--- config.mk ---
export PLATFORM = sky130hd
export DESIGN_NAME = segment_mem_access
export DESIGN_NICKNAME = d
export VERILOG_FILES = /design/src/rtl/segment_mem_access.sv
export SDC_FILE = /design/constraint.sdc
export NUM_CORES = 1
export LEC_CHECK = 0
export BUFFER_PORTS_ARGS = -buffer_cell sky130_fd_sc_hd__clkbuf_2
export CAP_MARGIN = 5
export CORE_MARGIN = 4
export CORE_UTILIZATION = 53
export DETAILED_ROUTE_END_ITERATION = 6
export PLACE_DENSITY = 0.94
export SLEW_MARGIN = 10
export SYNTH_ARGS = -nofsm -noshare
export SYNTH_HDL_FRONTEND = slang
export SYNTH_SLANG_ARGS = --single-unit
--- constraint.sdc ---
create_clock -name clk -period 2.5 [get_ports clk]
set_input_delay 0.125 -clock clk [delete_from_list [all_inputs] [get_ports clk]]
set_output_delay 0.125 -clock clk [all_outputs]
set_load 0.02 [all_outputs]
--- src/rtl/segment_mem_access.sv ---
// MEM pipeline stage: issues loads/stores to data memory over req/ack, forwards non-memory ops.
// Latency: 1 cycle for non-memory ops; memory ops complete 1 cycle after dmem_ack (or abort).
// Backpressure: stall_out holds upstream while an access is outstanding; one access at a time.
module segment_mem_access #(
    parameter int DATA_W   = 22,
    parameter int ADDR_W   = 10,
    parameter int REG_W    = 4,
    parameter int MAX_WAIT = 15
) (
    input  logic              clk,
    input  logic              reset,
    input  logic              valid_in,
    input  logic [DATA_W-1:0] alu_result_in,
    input  logic [DATA_W-1:0] write_data_in,
    input  logic [REG_W-1:0]  rd_in,
    input  logic              MemRead_in,
    input  logic              MemWrite_in,
    input  logic              MemToReg_in,
    input  logic              RegWrite_in,
    output logic              dmem_req,
    output logic              dmem_we,
    output logic [ADDR_W-1:0] dmem_addr,
    output logic [DATA_W-1:0] dmem_wdata,
    input  logic [DATA_W-1:0] dmem_rdata,
    input  logic              dmem_ack,
    output logic              stall_out,
    output logic              valid_out,
    output logic [DATA_W-1:0] mem_data_out,
    output logic [DATA_W-1:0] alu_result_out,
    output logic [REG_W-1:0]  rd_out,
    output logic              MemToReg_out,
    output logic              RegWrite_out,
    output logic              mem_timeout
);

    localparam int CNT_W = $clog2(MAX_WAIT + 1);

    typedef enum logic {S_IDLE = 1'b0, S_WAIT = 1'b1} state_t;

    state_t             r_state;
    logic [CNT_W-1:0]   r_wait_cnt;
    logic               r_dmem_req;
    logic               r_dmem_we;
    logic [ADDR_W-1:0]  r_dmem_addr;
    logic [DATA_W-1:0]  r_dmem_wdata;
    logic [DATA_W-1:0]  r_lat_alu;
    logic [REG_W-1:0]   r_lat_rd;
    logic               r_lat_m2r;
    logic               r_lat_rw;
    logic               r_valid_out;
    logic [DATA_W-1:0]  r_mem_data_out;
    logic [DATA_W-1:0]  r_alu_result_out;
    logic [REG_W-1:0]   r_rd_out;
    logic               r_m2r_out;
    logic               r_rw_out;
    logic               r_timeout;

    logic               w_mem_op;
    logic               w_limit;

    assign w_mem_op = valid_in & (MemRead_in | MemWrite_in);
    assign w_limit  = (r_wait_cnt == CNT_W'(MAX_WAIT));

    // Upstream hold: issuing cycle, then every WAIT cycle until ack or abort releases it.
    always_comb begin
        stall_out = 1'b0;
        if (reset) begin
            if (r_state == S_IDLE) stall_out = w_mem_op;
            else                   stall_out = !(dmem_ack | w_limit);
        end
    end

    // Stage state machine: pass-through, issue, wait for ack, complete or abort.
    always_ff @(posedge clk) begin
        if (!reset) begin
            r_state          <= S_IDLE;
            r_wait_cnt       <= '0;
            r_dmem_req       <= 1'b0;
            r_dmem_we        <= 1'b0;
            r_dmem_addr      <= '0;
            r_dmem_wdata     <= '0;
            r_lat_alu        <= '0;
            r_lat_rd         <= '0;
            r_lat_m2r        <= 1'b0;
            r_lat_rw         <= 1'b0;
            r_valid_out      <= 1'b0;
            r_mem_data_out   <= '0;
            r_alu_result_out <= '0;
            r_rd_out         <= '0;
            r_m2r_out        <= 1'b0;
            r_rw_out         <= 1'b0;
            r_timeout        <= 1'b0;
        end else if (r_state == S_IDLE) begin
            if (w_mem_op) begin
                // Store wins when both MemRead and MemWrite are set.
                r_state      <= S_WAIT;
                r_wait_cnt   <= '0;
                r_dmem_req   <= 1'b1;
                r_dmem_we    <= MemWrite_in;
                r_dmem_addr  <= alu_result_in[ADDR_W-1:0];
                r_dmem_wdata <= write_data_in;
                r_lat_alu    <= alu_result_in;
                r_lat_rd     <= rd_in;
                r_lat_m2r    <= MemToReg_in;
                r_lat_rw     <= RegWrite_in;
                r_valid_out  <= 1'b0;
            end else begin
                r_valid_out    <= valid_in;
                r_mem_data_out <= '0;
                if (valid_in) begin
                    r_alu_result_out <= alu_result_in;
                    r_rd_out         <= rd_in;
                    r_m2r_out        <= MemToReg_in;
                    r_rw_out         <= RegWrite_in;
                end else begin
                    r_rw_out <= 1'b0;
                end
            end
        end else begin
            if (dmem_ack) begin
                // Ack beats the abort limit when both land in the same cycle.
                r_state          <= S_IDLE;
                r_wait_cnt       <= '0;
                r_dmem_req       <= 1'b0;
                r_valid_out      <= 1'b1;
                r_mem_data_out   <= r_dmem_we ? '0 : dmem_rdata;
                r_alu_result_out <= r_lat_alu;
                r_rd_out         <= r_lat_rd;
                r_m2r_out        <= r_lat_m2r;
                r_rw_out         <= r_lat_rw;
            end else if (w_limit) begin
                // Abort: retire the instruction with writeback suppressed and flag it.
                r_state          <= S_IDLE;
                r_wait_cnt       <= '0;
                r_dmem_req       <= 1'b0;
                r_valid_out      <= 1'b1;
                r_mem_data_out   <= '0;
                r_alu_result_out <= r_lat_alu;
                r_rd_out         <= r_lat_rd;
                r_m2r_out        <= r_lat_m2r;
                r_rw_out         <= 1'b0;
                r_timeout        <= 1'b1;
            end else begin
                r_wait_cnt <= r_wait_cnt + CNT_W'(1);
            end
        end
    end

    assign dmem_req       = r_dmem_req;
    assign dmem_we        = r_dmem_we;
    assign dmem_addr      = r_dmem_addr;
    assign dmem_wdata     = r_dmem_wdata;
    assign valid_out      = r_valid_out;
    assign mem_data_out   = r_mem_data_out;
    assign alu_result_out = r_alu_result_out;
    assign rd_out         = r_rd_out;
    assign MemToReg_out   = r_m2r_out;
    assign RegWrite_out   = r_rw_out;
    assign mem_timeout    = r_timeout;

endmodule

==> reports/qor.yml <==
status:
  status: "finished, final reports clean"
worst_setup_path:
  path_buf_inv: 1
  regToRegEndpoint: "mem_data_out[8]"
  reg2reg_slack_ns: 0.55
  cp-startpoint: "r_wait_cnt[0]"
  cp-endpoint: "stall_out"
  slowest_delay_ns: 0.37
  crit_path_end_kind: "output port"
  worst_path_dominant_cell_family: "simple AND/OR/NAND/NOR gates"
  crit_cells: 5
  r2r_start: "r_state"
  worstSetupPathType: "reg2out"
  worst_ep_required_time_ns: 2.38
  start_kind: "flop"
  cp.arrival_ns: 1.97
  critPathSlowestCell: "o22ai_4"
  r2r_cells: 3
  crit_chain: "ha_1, and3_1, o22ai_4, and2_1, clkbuf_2"
  crit_fanout: 12
die:
  num_io_pins: 165
  die_h_um: 101
  core_area_um2: 8300
  row_count: 33
  dieArea_um2: 10200
  start_util_pct: 55.1
  die-width_um: 101
sta:
  rsz0062_at_grt: "false"
  final.setup.worst_slack_ns: 0.409
  fmax_ghz: 0.478
  clock_skew_ns: 0.0204
  setup_viol: 0
  slew_violations: 0
  hold_viol: 0
  finalCriticalPeriod_ns: 2.09
  finalCritPeriodShare_pct: 83.7
  worst_pin_slew_ns: 0.979
  tns_ns: 0
  relSlewSlack_pct: 34.8
routing:
  totalWireLength_mm: 13.2
  ant_nets: 0
  wire_per_inst_um: 17.0
  via_count: 4408
  vias_per_cell: 5.70
  drt-initial-drc-count: 242
  drc: 0
  first_pass_iters: 5
min_path:
  min_path_type: "in2reg"
finish:
  drive_gt1_share_pct: 33.5
  postLayoutCellArea_um2: 5930
  diodes: 0
  fill_cells: 614
  syn_to_final_growth_pct: 29.5
  final-instance-count-excl-fill: 773
  fin_nets: 742
global_route:
  grt_overflow: 0
  grt_first_pass_wirelength_mm: 20.9
  grt_max_degree: 58
  first_global_vias: 4338
  grt_use_total_pct: 25.4
  antenna_found_initial: 0
yosys:
  async_reset_ff_share_pct: 0
  synthCells: 490
  synth_fp_nets: 569
  synth_area_um2: 4580
  synth_area_per_cell_um2: 9.34
  synth_flop_cell: "dfxtp_1"
  synth_seq_cells: 109
  yosysUniqueCellTypes: 33
  ys_warn_count: 0
  synth_edf_count: 0
  ys_seq_area_share_pct: 47.7
clock_tree:
  clock-sinks: 109
  clockBufferDepth: 2
  numCtsBuffers: 9
  post_cts_buffers: 0
  cts_max_level: 3
  path_clk_slew_ns: 0.11
  root_buffer: "clkbuf_8"
  cts_tree: "yes"
  clock_latency_ns: 0.37
job:
  cap_violations: 0
place:
  dp_cells: 707
  dpl_worst_slack_ns: 0.644
  hpwl_mm: 8.38
  io_buffers: 164
  placed_area_um2: 5250
  gp_congestion: 0.817
power:
  ir_worst_vdd_mv: 0.397
  pwr-share-clk_pct: 27.9
  p_seq_share_pct: 53.3
  pwr-share-comb_pct: 18.8
  p_int_mw: 2.48
  leakagePower_nw: 2.64
  swShare_pct: 29.7
  power.switching_mw: 1.05
  p_per_area_nw_per_um2: 596
-- stage by stage --
step | power [mW] | hold WS (ns) | util (%)
6_report | 3.53 | 0.00529 | 71.4
4_1_cts | 3.53 | 0.00241 | 71.4
2_1_floorplan | 2.34 | 0.251 | -
3_5_place_dp | 2.52 | 0.340 | 63.3
5_1_grt | 3.69 | 0.00136 | 71.4
3_3_place_gp | 2.49 | 0.336 | 63.3
-- cell type report --
type | count | area, um2 | area share [%]
multi-input combinational | 320 | 2060 | 34.7
timing repair buffer | 221 | 1370 | 23.2
tap | 105 | 131 | 2.22
sequential | 109 | 2180 | 36.8
clock buffer | 11 | 131 | 2.22
inverter | 2 | 7.51 | 0.127
clock inverter | 5 | 45.0 | 0.760
-- flip-flops by register name, summed over array words and instances (netlist names) --
name and cells:
r_lat_m2r 1, dmem_we 1, alu_result_out 22, dmem_wdata 22
r_wait_cnt 4, mem_timeout 1, RegWrite_out 1, rd_out 4
MemToReg_out 1, r_state 1, r_lat_rw 1, r_lat_alu 13
valid_out 1, dmem_addr 9, r_lat_rd 4, dmem_req 1
mem_data_out 22
-- power by group through the flow --
stage                     sequential (mW)  clock [mW]  combinational [mW]
after floorplan                      1.98           0               0.351
after global placement               1.92           0               0.575
after detailed placement             1.92           0               0.594
after CTS                            1.88       0.994               0.658
after global routing                 1.90        1.08               0.720
final                                1.88       0.985               0.664
-- Yosys cell counts, types with 3 or more instances --
library cell	n	area, um2
a21oi_1	54	270
a32o_1	22	220
and3_1	3	18.8
buf_2	15	75.1
buf_4	16	120
clkbuf_1	25	93.8
dfxtp_1	109	2180
mux2_2	27	304
mux2i_1	28	280
nand2_1	55	206
nand3_1	52	260
nor2_1	4	15.0
nor3_1	3	15.0
o21a_1	3	22.5
o21ai_0	53	265
-- worst min-delay path: stages --
cell      delay, ns
clkbuf_2       0.09
nand3_1        0.06
a21oi_1        0.06
-- layer usage --
metal | global-route usage (%) | part of all wire, % | vias to the layer above
met5 | 0 | 0 | -
met4 | 10.9 | 3.3 | 0
met2 | 45.1 | 50 | 198
li1 | - | - | 2087
met3 | 5.19 | 7.3 | 41
met1 | 29.6 | 39 | 2082
-- cell families (layout without fill, tap and decap cells) --
| family | Yosys count | after routing | share of synthesized area (%) |
|---|---|---|---|
| buffers and inverters | 61 | 239 | 7.60 |
| and+or+nand+nor | 125 | 125 | 12.7 |
| DFF | 109 | 109 | 47.7 |
| adders and majority gates | 1 | 1 | 0.273 |
| AOI/OAI and AO/OA | 139 | 139 | 18.9 |
| muxes | 55 | 55 | 12.8 |
-- cell usage in the layout (no fill, tap or decap), drive strengths merged, types with 4 or more instances in the layout --
cell / n
o21ai: 54
nor2: 4
dlygate4sd3: 50
mux2i: 28
nand2: 55
a21oi: 54
dfxtp: 109
nand3: 52
buf: 7
a32o: 22
mux2: 27
clkbuf: 175
-- worst min path at each step --
stage                 startpoint               end  depth (start not counted)
3_3_place_gp       dmem_rdata[5]   mem_data_out[5]                          2
2_1_floorplan      dmem_rdata[0]   mem_data_out[0]                          1
5_1_grt           dmem_rdata[17]  mem_data_out[17]                          2
3_5_place_dp      dmem_rdata[20]  mem_data_out[20]                          2
4_1_cts        alu_result_in[16]     r_lat_alu[16]                          3
6_report        alu_result_in[1]      dmem_addr[1]                          3
-- what timing repair did --
item / CTS / global route
endpoints found under the hold margin: 50 / 0
gates resized for setup: 0 / 0
endpoints found under the setup margin: 0 / 0
hold buffers: 50 / 0
Note: power is estimated with default switching activity, not from simulation.
